**src/rtl/tdc_result_fifo_spi_if.sv**
```systemverilog
// Signal bundle between the TDC core / SPI host side and the result FIFO.
// The master modport is the environment side; the slave modport is the FIFO block.
interface tdc_result_fifo_spi_if #(
  parameter int DEPTH    = 4,
  parameter int COARSE_W = 32,
  parameter int FINE_W   = 9
);
  logic                    tdc_busy;
  logic [COARSE_W-1:0]     coarse_result;
  logic [FINE_W-1:0]       fine_result;
  logic                    spi_sclk;
  logic                    spi_cs_n;
  logic                    spi_miso;
  logic                    data_ready;
  logic                    overflow;
  logic [$clog2(DEPTH):0]  fifo_count;

  modport master (
    output tdc_busy, coarse_result, fine_result, spi_sclk, spi_cs_n,
    input  spi_miso, data_ready, overflow, fifo_count
  );

  modport slave (
    input  tdc_busy, coarse_result, fine_result, spi_sclk, spi_cs_n,
    output spi_miso, data_ready, overflow, fifo_count
  );
endinterface

```
**src/rtl/tdc_result_fifo_spi.sv**
```systemverilog
// Captures TDC results on busy falling into a small FIFO and serves them over a read-only SPI slave (mode 0).
// Optional TDC_FIFO_SEQ_EN adds a 7-bit capture sequence number in record bits [47:41].
module tdc_result_fifo_spi #(
  parameter int DEPTH    = 4,
  parameter int COARSE_W = 32,
  parameter int FINE_W   = 9
) (
  input  logic                   clk,
  input  logic                   rst,
  tdc_result_fifo_spi_if.slave   bus
);
  localparam int AW     = $clog2(DEPTH);
  localparam int CW     = AW + 1;
  localparam int DATA_W = COARSE_W + FINE_W;

  typedef enum logic [1:0] {S_IDLE, S_LOAD, S_SHIFT, S_DONE} state_t;

  logic              r_busy_s1, r_busy_s2, r_busy_h;
  logic              r_sclk_s1, r_sclk_s2, r_sclk_h;
  logic              r_cs_s1, r_cs_s2, r_cs_h;
  logic [DATA_W-1:0] r_mem [DEPTH];
  logic [AW-1:0]     r_wp, r_rp;
  logic [CW-1:0]     r_count, w_count_nxt;
  logic              r_overflow, r_data_ready;
  state_t            r_state;
  logic [55:0]       r_frame;
  logic [5:0]        r_bit_cnt;
  logic              r_valid, r_miso;
  logic              w_push, w_wr, w_pop, w_full, w_valid;
  logic              w_sclk_rise, w_sclk_fall, w_cs_fall, w_cs_rise;
  logic [47:0]       w_rec;
  logic [55:0]       w_frame;
`ifdef TDC_FIFO_SEQ_EN
  logic [6:0]        r_seq;
  logic [6:0]        r_mem_seq [DEPTH];
`endif

  function automatic logic [2:0] sat_count(input logic [CW-1:0] c);
    if (int'(c) > 7) return 3'd7;
    else             return 3'(c);
  endfunction

  always_ff @(posedge clk or posedge rst) begin
    if (rst) begin
      {r_busy_s1, r_busy_s2, r_busy_h} <= 3'b000;
      {r_sclk_s1, r_sclk_s2, r_sclk_h} <= 3'b000;
      {r_cs_s1, r_cs_s2, r_cs_h}       <= 3'b111;
    end else begin
      {r_busy_s1, r_busy_s2, r_busy_h} <= {bus.tdc_busy, r_busy_s1, r_busy_s2};
      {r_sclk_s1, r_sclk_s2, r_sclk_h} <= {bus.spi_sclk, r_sclk_s1, r_sclk_s2};
      {r_cs_s1, r_cs_s2, r_cs_h}       <= {bus.spi_cs_n, r_cs_s1, r_cs_s2};
    end
  end

  assign w_push      = r_busy_h & ~r_busy_s2;
  assign w_sclk_rise = r_sclk_s2 & ~r_sclk_h;
  assign w_sclk_fall = ~r_sclk_s2 & r_sclk_h;
  assign w_cs_fall   = r_cs_h & ~r_cs_s2;
  assign w_cs_rise   = r_cs_s2 & ~r_cs_h;

  assign w_full  = (r_count == CW'(DEPTH));
  assign w_valid = (r_count != '0);
  assign w_pop   = (r_state == S_DONE) & w_cs_rise & r_valid;
  // A full FIFO still accepts a push when the same cycle pops the head.
  assign w_wr    = w_push & (~w_full | w_pop);

  always_comb begin
    case ({w_wr, w_pop})
      2'b10:   w_count_nxt = r_count + CW'(1);
      2'b01:   w_count_nxt = r_count - CW'(1);
      default: w_count_nxt = r_count;
    endcase
  end

  always_ff @(posedge clk) begin
    if (w_wr) begin
      r_mem[r_wp] <= {bus.fine_result, bus.coarse_result};
`ifdef TDC_FIFO_SEQ_EN
      r_mem_seq[r_wp] <= r_seq;
`endif
    end
  end

  always_ff @(posedge clk or posedge rst) begin
    if (rst) begin
      r_wp         <= '0;
      r_rp         <= '0;
      r_count      <= '0;
      r_overflow   <= 1'b0;
      r_data_ready <= 1'b0;
    end else begin
      if (w_wr)  r_wp <= r_wp + AW'(1);
      if (w_pop) r_rp <= r_rp + AW'(1);
      r_count      <= w_count_nxt;
      r_data_ready <= (w_count_nxt != '0);
      r_overflow   <= (r_overflow & ~w_pop) | (w_push & ~w_wr);
    end
  end

`ifdef TDC_FIFO_SEQ_EN
  // Dropped captures still consume a number so the host can see the gap.
  always_ff @(posedge clk or posedge rst) begin
    if (rst)         r_seq <= 7'd0;
    else if (w_push) r_seq <= r_seq + 7'd1;
  end
`endif

  always_comb begin
    w_rec = '0;
    w_rec[DATA_W-1:0] = r_mem[r_rp];
`ifdef TDC_FIFO_SEQ_EN
    w_rec[47:41] = r_mem_seq[r_rp];
`endif
  end

  assign w_frame = {w_valid, r_overflow, 3'b000, sat_count(r_count), w_valid ? w_rec : 48'd0};

  always_ff @(posedge clk or posedge rst) begin
    if (rst) begin
      r_state   <= S_IDLE;
      r_frame   <= '0;
      r_bit_cnt <= '0;
      r_valid   <= 1'b0;
      r_miso    <= 1'b0;
    end else begin
      case (r_state)
        S_IDLE: begin
          r_miso <= 1'b0;
          if (w_cs_fall) r_state <= S_LOAD;
        end
        S_LOAD: begin
          r_frame   <= w_frame;
          r_valid   <= w_valid;
          r_bit_cnt <= 6'd0;
          if (w_cs_rise) begin
            r_miso  <= 1'b0;
            r_state <= S_IDLE;
          end else begin
            r_miso  <= w_frame[55];
            r_state <= S_SHIFT;
          end
        end
        S_SHIFT: begin
          if (w_cs_rise) begin
            r_miso  <= 1'b0;
            r_state <= S_IDLE;
          end else if (w_sclk_rise) begin
            r_bit_cnt <= r_bit_cnt + 6'd1;
            if (r_bit_cnt == 6'd55) begin
              r_miso  <= 1'b0;
              r_state <= S_DONE;
            end
          end else if (w_sclk_fall) begin
            r_frame <= {r_frame[54:0], 1'b0};
            r_miso  <= r_frame[54];
          end
        end
        S_DONE: begin
          r_miso <= 1'b0;
          if (w_cs_rise) r_state <= S_IDLE;
        end
        default: begin
          r_miso  <= 1'b0;
          r_state <= S_IDLE;
        end
      endcase
    end
  end

  assign bus.spi_miso   = r_miso;
  assign bus.data_ready = r_data_ready;
  assign bus.overflow   = r_overflow;
  assign bus.fifo_count = r_count;
endmodule

```
**src/flat_wrapper.sv**
```systemverilog
// flat-port wrapper written by rule: the top's interface ports become plain ports
module tdc_result_fifo_spi_flat 
#(
  parameter int DEPTH    = 4,
  parameter int COARSE_W = 32,
  parameter int FINE_W   = 9
)
  (clk, rst, bus_tdc_busy, bus_coarse_result, bus_fine_result, bus_spi_sclk, bus_spi_cs_n, bus_spi_miso, bus_data_ready, bus_overflow, bus_fifo_count);
  tdc_result_fifo_spi_if #(.DEPTH(DEPTH), .COARSE_W(COARSE_W), .FINE_W(FINE_W)) bus_i ();
  input  logic clk;
  input  logic rst;
  input wire logic [$bits(bus_i.tdc_busy)-1:0] bus_tdc_busy;
  input wire logic [$bits(bus_i.coarse_result)-1:0] bus_coarse_result;
  input wire logic [$bits(bus_i.fine_result)-1:0] bus_fine_result;
  input wire logic [$bits(bus_i.spi_sclk)-1:0] bus_spi_sclk;
  input wire logic [$bits(bus_i.spi_cs_n)-1:0] bus_spi_cs_n;
  output wire logic [$bits(bus_i.spi_miso)-1:0] bus_spi_miso;
  output wire logic [$bits(bus_i.data_ready)-1:0] bus_data_ready;
  output wire logic [$bits(bus_i.overflow)-1:0] bus_overflow;
  output wire logic [$bits(bus_i.fifo_count)-1:0] bus_fifo_count;
  assign bus_i.tdc_busy = bus_tdc_busy;
  assign bus_i.coarse_result = bus_coarse_result;
  assign bus_i.fine_result = bus_fine_result;
  assign bus_i.spi_sclk = bus_spi_sclk;
  assign bus_i.spi_cs_n = bus_spi_cs_n;
  assign bus_spi_miso = bus_i.spi_miso;
  assign bus_data_ready = bus_i.data_ready;
  assign bus_overflow = bus_i.overflow;
  assign bus_fifo_count = bus_i.fifo_count;
  tdc_result_fifo_spi #(.DEPTH(DEPTH), .COARSE_W(COARSE_W), .FINE_W(FINE_W)) u_core (.clk(clk), .rst(rst), .bus(bus_i));
endmodule
```
**config.mk**
```make
export PLATFORM = sky130hd
export DESIGN_NAME = tdc_result_fifo_spi_flat
export DESIGN_NICKNAME = d
export VERILOG_FILES = /design/src/rtl/tdc_result_fifo_spi_if.sv /design/src/rtl/tdc_result_fifo_spi.sv /design/src/flat_wrapper.sv
export SDC_FILE = /design/constraint.sdc
export NUM_CORES = 1
export LEC_CHECK = 0
export ABC_AREA = 1
export BUFFER_PORTS_ARGS = -buffer_cell sky130_fd_sc_hd__buf_2
export CORE_MARGIN = 2
export CORE_UTILIZATION = 30
export DETAILED_ROUTE_END_ITERATION = 8
export SETUP_SLACK_MARGIN = 0.1
export SLEW_MARGIN = 20
export SYNTH_ARGS = -nofsm -noshare
export SYNTH_HDL_FRONTEND = slang
export SYNTH_SLANG_ARGS = --single-unit
export TNS_END_PERCENT = 5
```
**constraint.sdc**
```tcl
create_clock -name clk -period 8.5 [get_ports clk]
set_input_delay 0.85 -clock clk [delete_from_list [all_inputs] [get_ports clk]]
set_output_delay 0.85 -clock clk [all_outputs]
set_load 0.005 [all_outputs]
```
==> results.toml, run 1 <==
[outcome]
outcome = "finished, final reports clean"

[grt]
grt_pass1_wl_um = 38800
grtUsageMet3_pct = 2.16
grt_usage_pct = 12.5
grt_max_degree = 84
met2_usage_pct = 20.5
grt_pass1_vias = 7438
grt-busiest-layer = "met2"
overflow = 0
grt_use_met1_pct = 17.0
antenna_found_initial = 1

[finish]
instances_no_fill = 1662
drive_gt1_share_pct = 10.2
fillers = 3566
fin_nets = 1239
multi_input_area_um2 = 2830
regArea_um2 = 7010
n_antenna_cell = 0
area_delta_synth_final_pct = 14.6

[worst_setup_path]
crit_chain = "inv_1 -> nor2_2 -> nand3_1 -> nand2_1 -> nand2_1 -> ha_1 -> inv_1 -> fa_1 -> o21ai_0 -> nor2_1 -> nand2_1"
crit_path_end_kind = "register"
crit_arrival_ns = 3.13
timing.rr.start = "u_core.r_cs_s2$_DFF_PP1_"
cp-start-kind = "register"
r2r_cells = 11
worstSetupPathType = "register to register"
r2r-end = "u_core.bus.data_ready$_DFF_PP0_"
critPathMaxFanout = 7
crit_top_cell = "nand2_1"
cp_top_family = "simple AND/OR/NAND/NOR gates"
cp_data_required_time_ns = 8.97
worst-r2r-setup-slack_ns = 5.84
timing.critical_path.buf_inv = 2
cp_slowest_stage_delay_ns = 0.56
worst_path_max_delay_cell = "dfstp_2"

[logic_synthesis]
yosys_register_bits = 247
synth_commonest_cells = "nand2_1 (327), inv_1 (212), edfxtp_1 (164), nand3_1 (109), dfrtp_1 (80)"
synthAdderAreaFrac_pct = 1.68
synth_mux_area_share_pct = 0
postSynth.asyncResetShare_pct = 33.6
synthTopCellsByArea = "edfxtp_1 (45%), dfrtp_1 (18%), nand2_1 (11%)"
syn_area_per_cell_um2 = 9.59
yosys.area_share.simple_pct = 20.5
synthCells = 1132
synth_compound_area_share_pct = 3.35
syn_area_um2 = 10900
yosysUniqueCellTypes = 32
yosysTopAreaCell = "edfxtp_1"
yosys_warnings = 0
synth_ff_type = "edfxtp_1"
synth_top_family_by_area = "simple AND/OR/NAND/NOR gates"
synthXorXnorAreaFrac_pct = 0.242
synth.most_common_cell = "nand2_1"
synth-edff-count = 164
ys_seq_area_share_pct = 64.5
yosysTopAreaCellShare_pct = 45.4
synth_fp_nets = 1192

[cts]
clock-sinks = 247
clk-insertion-delay-late_ns = 0.53
htreeDepth = 1
ctsHoldBuffers = 0
cts_tree = "yes"
cts_post_setup_buffers_inserted = 0
cts-resized-gates = 0
clkTransAtPathRegs_ns = 0.06
cts_buffer_depth = 3
clockRootBuffer = "clkbuf_16"
cts_buffers = 28

[sta]
max_freq_mhz = 376
setup_tns_ns = 0
relSlewSlack_pct = 36.9
tightestPinTransition_ns = 0.946
maxSlewViolCount = 0
holdWs_ns = 0.337
min_period_over_period_pct = 31.3
finalClockSkew_ns = 0.00794
rsz0062_at_grt = "no"
fin_crit_ns = 2.66
hold_violations = 0
setup_viol = 0

[power]
finalPower_mw = 4.27
power.density_nw_per_um2 = 343
irDropWorstVdd_mv = 0.187
leakage_nw = 5.78

[die]
dieHeight_um = 194
initial_core_util_pct = 30.5
io_pins = 52
core_area_um2 = 35600
die_w_um = 194
dieArea_um2 = 37700
row_count = 69

[route]
drtIter0Drc = 517
ant_nets = 0
drc = 0
wire_per_inst_um = 14.1
drt_pass1_iterations = 5
route.vias.total = 7367
vias_per_cell = 4.43
wirelength_um = 23400

[placement]
placedCellCount = 1610
portBuffers = 51
gp_congestion = 0.802
hpwlAfterDp_um = 13400

[hold_path]
min_path_type = "primary input to async pin"

[job]
drv_cap = 0
power by group:
group	switching [mW]	internal (mW)	total [mW]	leakage [nW]
Combinational	1.05	0.462	1.51	2.86
Sequential	0.0978	1.53	1.63	2.49
Clock	0.466	0.661	1.13	0.430
Total	1.61	2.66	4.27	5.78
final cells by class:
cell class                      count  share of cell area [%]
Sequential cell                   247                    56.3
Clock inverter                     11                   0.473
Multi-Input combinational cell    624                    22.8
Tap cell                          461                    4.64
Timing Repair Buffer               64                    2.84
Clock buffer                       41                    6.53
Inverter                          214                    6.47
through the flow:
stage | util [%] | area [µm²] | worst slack (ns)
after global routing | 35.0 | 12400 | 5.60
after global placement | 32.5 | 11600 | 5.96
after CTS | 35.0 | 12400 | 5.85
final | 35.0 | 12400 | 5.84
after detailed placement | 32.5 | 11600 | 5.85
after floorplan | - | 10900 | 5.17
layout by cell type (no fill, tap or decap):
cell	n
a21oi_1	36
dfrtp_1	79
xor2_1	2
inv_6	1
nand2_1	327
clkbuf_16	30
clkinvlp_4	1
ha_1	13
nand2_2	2
a31oi_1	2
nand3_1	109
fa_1	1
inv_2	3
nor3_1	36
clkinv_1	3
clkinv_2	8
buf_4	13
nand4_1	4
xnor2_1	1
nor2_4	4
buf_2	51
o211ai_1	2
nand3b_1	1
o21ai_0	16
edfxtp_1	164
clkbuf_1	9
dfrtp_2	1
nor2_2	1
inv_1	209
dfstp_2	3
a21oi_2	1
o22ai_1	8
o21ai_1	2
o31ai_1	1
or2_2	1
nor2_1	54
clkbuf_8	2
flip-flops by register name (all words and copies together) (netlist names), 2 cells and up:
name and flops:
u_core.bus.fifo_count 3, u_core.r_frame 55, u_core.r_mem 164, u_core.r_rp 2
u_core.r_bit_cnt 6, u_core.r_state 2, u_core.r_wp 2
layer usage:
| metal | share of wire, % | up-vias |
|---|---|---|
| met5 | 0.060 | - |
| met4 | 2.2 | 2 |
| met3 | 5.1 | 39 |
| met2 | 47 | 141 |
| met1 | 46 | 3504 |
| li1 | - | 3681 |
logic make-up (layout without fill, tap and decap cells):
logic type / Yosys count / in the layout
compound gates: 68 / 68
xor+xnor: 3 / 3
fa+ha+maj: 14 / 14
buf+inv: 261 / 330
flops: 247 / 247
simple gates: 539 / 539
worst max path at each step:
stage                        startpoint                              end  slack, ns  depth (start not counted)
2_1_floorplan  u_core.r_cs_s2$_DFF_PP1_     u_core.r_mem[0][0]$_DFFE_PP_       5.17                          6
5_1_grt        u_core.r_cs_s2$_DFF_PP1_  u_core.bus.data_ready$_DFF_PP0_       5.60                         11
4_1_cts        u_core.r_cs_s2$_DFF_PP1_  u_core.bus.data_ready$_DFF_PP0_       5.85                         11
3_5_place_dp   u_core.r_cs_s2$_DFF_PP1_  u_core.bus.data_ready$_DFF_PP0_       5.85                         11
3_3_place_gp   u_core.r_cs_s2$_DFF_PP1_  u_core.bus.data_ready$_DFF_PP0_       5.96                         11
6_report       u_core.r_cs_s2$_DFF_PP1_  u_core.bus.data_ready$_DFF_PP0_       5.84                         11
Note: power is estimated with default switching activity, not from simulation.
==> inputs of run 2 (changes only) <==
Clock period 8.5 ns to 2.3 ns, I/O delays scaled along.
==> run 2 against run 1 <==
Compared with the run above:
- utilization grew 1.9 points
- critical endpoint unchanged
- non-clock buffer count grew 59
- cell area grew 5.3%
- first-iteration DRC count shrank 14%
- largest power group unchanged
- sequential power grew to 3.7 times the previous value
- largest cell class unchanged
- clock power grew to 3.5 times the previous value
- sequential share of layout area shrank 2.8 points
==> results.toml, run 2 (synthesis results as in run 1) <==
[outcome]
outcome = "finished, final reports clean"

[cts]
cts_buffers = 26
clk-insertion-delay-late_ns = 0.54
clkTransAtPathRegs_ns = 0.06
cts_buffer_depth = 3
htreeDepth = 1
cts_tree = "yes"
clockRootBuffer = "clkbuf_16"
clock-sinks = 247

[worst_setup_path]
worstSetupPathType = "register to register"
cp_data_required_time_ns = 2.71
cp-start-kind = "register"
crit_path_end_kind = "register"
crit_arrival_ns = 2.45
critPathMaxFanout = 3

[placement]
placedCellCount = 1622
dp_slack_ns = 0.108
portBuffers = 51
hpwlAfterDp_um = 13300
gp_congestion = 0.765

[die]
dieArea_um2 = 37700
io_pins = 52
initial_core_util_pct = 30.5
row_count = 69
die_w_um = 194
dieHeight_um = 194
core_area_um2 = 35600

[finish]
drive_gt1_share_pct = 11.2
reg_top3 = "u_core.r_mem x164, u_core.r_frame x55, u_core.r_bit_cnt x6"
fin_nets = 1296
area_delta_synth_final_pct = 20.7
layout_commonest_cell = "nand2_1"
largest_reg_flops = 164
n_antenna_cell = 0
regMostFlops = "u_core.r_mem"
fillers = 3557
fin_util_pct = 36.9
instances_no_fill = 1717
multi_input_area_um2 = 2870
regArea_um2 = 7010
final_cell_mix = "nand2_1 (325), inv_1 (209), edfxtp_1 (164)"

[sta]
fin_crit_ns = 2.05
fin_ws_ns = 0.252
tightestPinTransition_ns = 0.668
max_freq_mhz = 488
hold_violations = 0
finalClockSkew_ns = 0.0258
rsz0062_at_grt = "no"
maxSlewViolCount = 0
setup_viol = 0
min_period_over_period_pct = 89.0
relSlewSlack_pct = 55.4
setup_tns_ns = 0

[route]
drc = 0
ant_nets = 0
wire_per_inst_um = 13.4
route.vias.total = 7481
drtIter0Drc = 445
wirelength_um = 22900
vias_per_cell = 4.36
drt_pass1_iterations = 6

[grt]
grt_pass1_vias = 7446
grt_usage_pct = 12.4
grt_max_degree = 84
antenna_found_initial = 0
overflow = 0
grt_pass1_wl_um = 38300

[power]
swShare_pct = 37.3
irDropWorstVdd_mv = 0.783
p_sw_mw = 5.95
power.density_nw_per_um2 = 1220
leakage_nw = 6.05
combPwrFrac_pct = 37.6
p_int_mw = 10.0
p_seq_share_pct = 37.7
clkPwrFrac_pct = 24.7
finalPower_mw = 16.0

[hold_path]
min_path_type = "register to register"

[job]
drv_cap = 0
-- run 2: changes by cell type in the layout (fill, tap and decap cells not counted), moves of 4 or more --
cell / change
clkbuf_16: -4
dlygate4sd3_1: +45
buf_4: +4
buf_12: +10
clkbuf_8: +4
-- run 2: layout make-up --
class                           instances  area share (%)
Clock buffer                           40            5.82
Multi-Input combinational cell        624            21.9
Timing Repair Buffer                  123            7.88
Inverter                              214            6.16
Sequential cell                       247            53.5
Tap cell                              461            4.40
Clock inverter                          8           0.401
-- run 2: power by group through the flow --
stage,Combinational [mW],Clock (mW),Sequential (mW)
2_1_floorplan,4.34,0,6.02
3_3_place_gp,5.89,0,6.06
3_5_place_dp,5.98,0,6.09
4_1_cts,6.08,4.04,6.01
5_1_grt,6.92,4.21,6.10
6_report,6.00,3.94,6.01
-- run 2: worst max-delay path, stage by stage (launching register included) --
cell and delay, ns:
dfstp_2 0.54, inv_1 0.06, nor2_4 0.12, nand3_4 0.10
inv_2 0.09, ha_1 0.16, inv_1 0.06, fa_1 0.38
nand2_1 0.08, nand3b_1 0.09, xor2_1 0.17, inv_1 0.05
nand2_1 0.04
-- run 2: path summary, 6_finish.rpt --
path                                                  from                         endpoint  slack [ns]  depth (start not counted)
worst min-delay path            u_core.r_sclk_s1$_DFF_PP0_       u_core.r_sclk_s2$_DFF_PP0_        0.36                          0
min in group asynchronous                              rst       u_core.r_valid$_DFFE_PP0N_        0.37                          3
worst min register to register  u_core.r_sclk_s1$_DFF_PP0_       u_core.r_sclk_s2$_DFF_PP0_        0.36                          0
worst max register to register    u_core.r_cs_s2$_DFF_PP1_  u_core.bus.data_ready$_DFF_PP0_        0.25                         12
worst max-delay path              u_core.r_cs_s2$_DFF_PP1_  u_core.bus.data_ready$_DFF_PP0_        0.25                         12
max in group asynchronous                              rst         u_core.r_cs_s2$_DFF_PP1_        1.27                          4
-- run 2: metal layers --
layer  share of wire [%]  GRT usage [%]  vias to the layer above
met2                  46           20.2                      142
li1                    -              -                     3788
met5                   0              0                        -
met4                 2.4           3.28                        0
met3                 3.6           1.77                       38
met1                  48           17.3                     3513
-- run 2: through the flow --
| step | hold WS, ns | instance area (µm²) |
|---|---|---|
| floorplan | 0.234 | 10900 |
| CTS | 0.345 | 13100 |
| global placement | 0.339 | 11800 |
| global route | 0.360 | 13100 |
| finish | 0.358 | 13100 |
| detailed placement | 0.338 | 11800 |
-- run 2: what timing repair did --
action | CTS | global route
gates resized for setup | 1 | 7
hold endpoints to repair | 190 | 0
endpoints found under the setup margin | 1 | 8
gates cloned | 0 | 0
pin swaps | 0 | 1
setup buffers | 0 | 2
hold buffers | 45 | 0
==> inputs of run 3 (changes only) <==
Settings changed: ABC_AREA 1 to not set.
==> run 3 against run 2 <==
Compared with the run above:
- the flow now finishes with violations (negative setup slack)
- clock power grew 16%
- cell area shrank 6.4%
- critical path depth shrank 1
- routed wire length shrank 14%
- total power shrank 6.1%
==> results.toml, run 3 <==
[route]
vias_per_cell = 4.65
route.vias.total = 5418
wire_per_inst_um = 16.9
drt_pass1_iterations = 4
ant_nets = 0
drc = 0
wirelength_um = 19700
drtIter0Drc = 474

[logic_synthesis]
yosysTopAreaCell = "edfxtp_1"
yosysTopAreaCellShare_pct = 50.5
postSynth.asyncResetShare_pct = 33.6
synth_fp_nets = 630
syn_area_um2 = 9750
synth_compound_area_share_pct = 9.57
synth_ff_type = "edfxtp_1"
yosysUniqueCellTypes = 50
synth-edff-count = 164
synth.most_common_cell = "edfxtp_1"
synth_commonest_cells = "edfxtp_1 (164), dfrtp_1 (80), a21oi_1 (76), mux4_2 (38), a22oi_1 (33)"
synthTopCellsByArea = "edfxtp_1 (51%), dfrtp_1 (21%), mux4_2 (8.8%)"
yosys.area_share.simple_pct = 3.09
syn_area_per_cell_um2 = 17.1
ys_seq_area_share_pct = 71.9
synth_top_family_by_area = "multiplexers"
yosys_warnings = 0
synth_mux_area_share_pct = 10.4
synthAdderAreaFrac_pct = 1.87
synthCells = 570
yosys_register_bits = 247
synthXorXnorAreaFrac_pct = 0.719

[finish]
drive_gt1_share_pct = 28.0
regMostFlops = "u_core.r_mem"
layout_commonest_cell = "edfxtp_1"
largest_reg_flops = 164
n_antenna_cell = 0
fin_nets = 763
reg_top3 = "u_core.r_mem x164, u_core.r_frame x55, u_core.r_bit_cnt x6"
final_cell_mix = "edfxtp_1 (164), dfrtp_1 (78), a21oi_1 (76)"
stdcell_area_um2 = 12300
instances_no_fill = 1166
area_delta_synth_final_pct = 25.8
fin_util_pct = 38.0

[cts]
htreeDepth = 1
cts_tree = "yes"
cts_buffer_depth = 3
clk-insertion-delay-late_ns = 0.54
clkTransAtPathRegs_ns = 0.06
clockRootBuffer = "clkbuf_16"
clock-sinks = 247
cts_buffers = 27

[die]
core_area_um2 = 32300
die_w_um = 184
dieHeight_um = 184
initial_core_util_pct = 30.2
row_count = 66
dieArea_um2 = 34000
io_pins = 52

[sta]
rsz0062_at_grt = "yes"
finalClockSkew_ns = 0.00946
relSlewSlack_pct = 69.2
hold_violations = 0
max_freq_mhz = 432
fin_crit_ns = 2.32
tightestPinTransition_ns = 0.462
maxSlewViolCount = 0
fin_ws_ns = -0.0160
min_period_over_period_pct = 101
setup_viol = 1
setup_tns_ns = -0.0160

[power]
p_sw_mw = 4.50
p_seq_share_pct = 40.3
clkPwrFrac_pct = 30.5
swShare_pct = 30.0
combPwrFrac_pct = 29.2
irDropWorstVdd_mv = 0.661
leakage_nw = 4.49
p_int_mw = 10.5
power.density_nw_per_um2 = 1220

[worst_setup_path]
critPathMaxFanout = 3
crit_path_end_kind = "register"
r2r_cells = 11
worst-r2r-setup-slack_ns = -0.02
timing.rr.start = "u_core.r_state[1]$_DFFE_PP0P_"
worstSetupPathType = "register to register"
cp-start-kind = "register"
cp_data_required_time_ns = 2.71
r2r-end = "u_core.bus.data_ready$_DFF_PP0_"
crit_arrival_ns = 2.72

[placement]
dpl_cell_area_um2 = 10800
placedCellCount = 1068
dp_slack_ns = -0.0734
portBuffers = 51
hpwlAfterDp_um = 12100
gp_congestion = 0.708

[grt]
grt_max_degree = 34
overflow = 0
grt_pass1_vias = 5726
grt_usage_pct = 12.0
antenna_found_initial = 0
grt_pass1_wl_um = 32000

[job]
drv_cap = 0

[outcome]
outcome = "complete, but fails checks"
failed_checks = "negative setup slack"

[hold_path]
min_path_type = "primary input to async pin"
run 3: worst max-delay path, cell delays in order (launching register included):
cell	delay [ns]
dfrtp_1	0.38
ha_2	0.19
and3_4	0.19
o21a_4	0.20
inv_2	0.06
ha_4	0.12
inv_2	0.03
fa_2	0.33
xor2_1	0.13
nor2_1	0.07
xor2_1	0.17
or3_1	0.32
run 3: power groups by stage:
stage,logic [mW],clock network [mW],registers [mW]
finish,4.37,4.57,6.03
global route,4.85,4.90,6.12
CTS,4.44,4.70,6.03
detailed placement,4.36,0,6.11
global placement,4.28,0,6.09
floorplan,3.09,0,6.01
run 3: metal layers:
metal	track usage, %	routed length (µm)	up-vias
li1	-	-	2508
met1	16.9	9040	2797
met2	19.7	9700	90
met3	1.88	614	23
met4	2.98	373	0
met5	0	0	-
run 3: cell families after synthesis:
family                   Yosys count
XOR/XNOR                           8
AND/OR/NAND/NOR                   56
flip-flops                       247
multiplexers                      48
adder cells (fa/ha/maj)           14
AO/OA/AOI/OAI                    147
buffers and inverters             50
run 3: worst max path at each step:
stage,startpoint,cells after the start,endpoint
2_1_floorplan,u_core.r_cs_h$_DFF_PP1_,13,u_core.bus.data_ready$_DFF_PP0_
4_1_cts,u_core.r_state[1]$_DFFE_PP0P_,11,u_core.bus.data_ready$_DFF_PP0_
5_1_grt,u_core.r_state[0]$_DFFE_PP0P_,11,u_core.bus.data_ready$_DFF_PP0_
3_3_place_gp,u_core.r_cs_h$_DFF_PP1_,11,u_core.bus.data_ready$_DFF_PP0_
6_report,u_core.r_state[1]$_DFFE_PP0P_,11,u_core.bus.data_ready$_DFF_PP0_
3_5_place_dp,u_core.r_cs_h$_DFF_PP1_,11,u_core.bus.data_ready$_DFF_PP0_
run 3: cell type report:
type / count / area (µm²)
sequential: 247 / 7010
timing repair buffer: 139 / 1130
fill: 3024 / 20000
tap: 442 / 553
clock buffer: 39 / 813
inverter: 15 / 57.6
clock inverter: 11 / 158
multi-input combinational: 273 / 2550
run 3: per-stage QoR:
step / power [mW] / hold WS [ns]
CTS: 15.2 / 0.251
global route: 15.9 / 0.279
finish: 15.0 / 0.253
detailed placement: 10.5 / 0.254
floorplan: 9.10 / 0.234
global placement: 10.4 / 0.256
run 3: what timing repair did:
action / in CTS / in global routing
endpoints found under the hold margin: 185 / 0
pin swaps: 6 / 3
endpoints found under the setup margin: 1 / 3
gates resized for setup: 2 / 1
hold buffers: 45 / 0
setup buffers: 2 / 1
cloned: 0 / 0
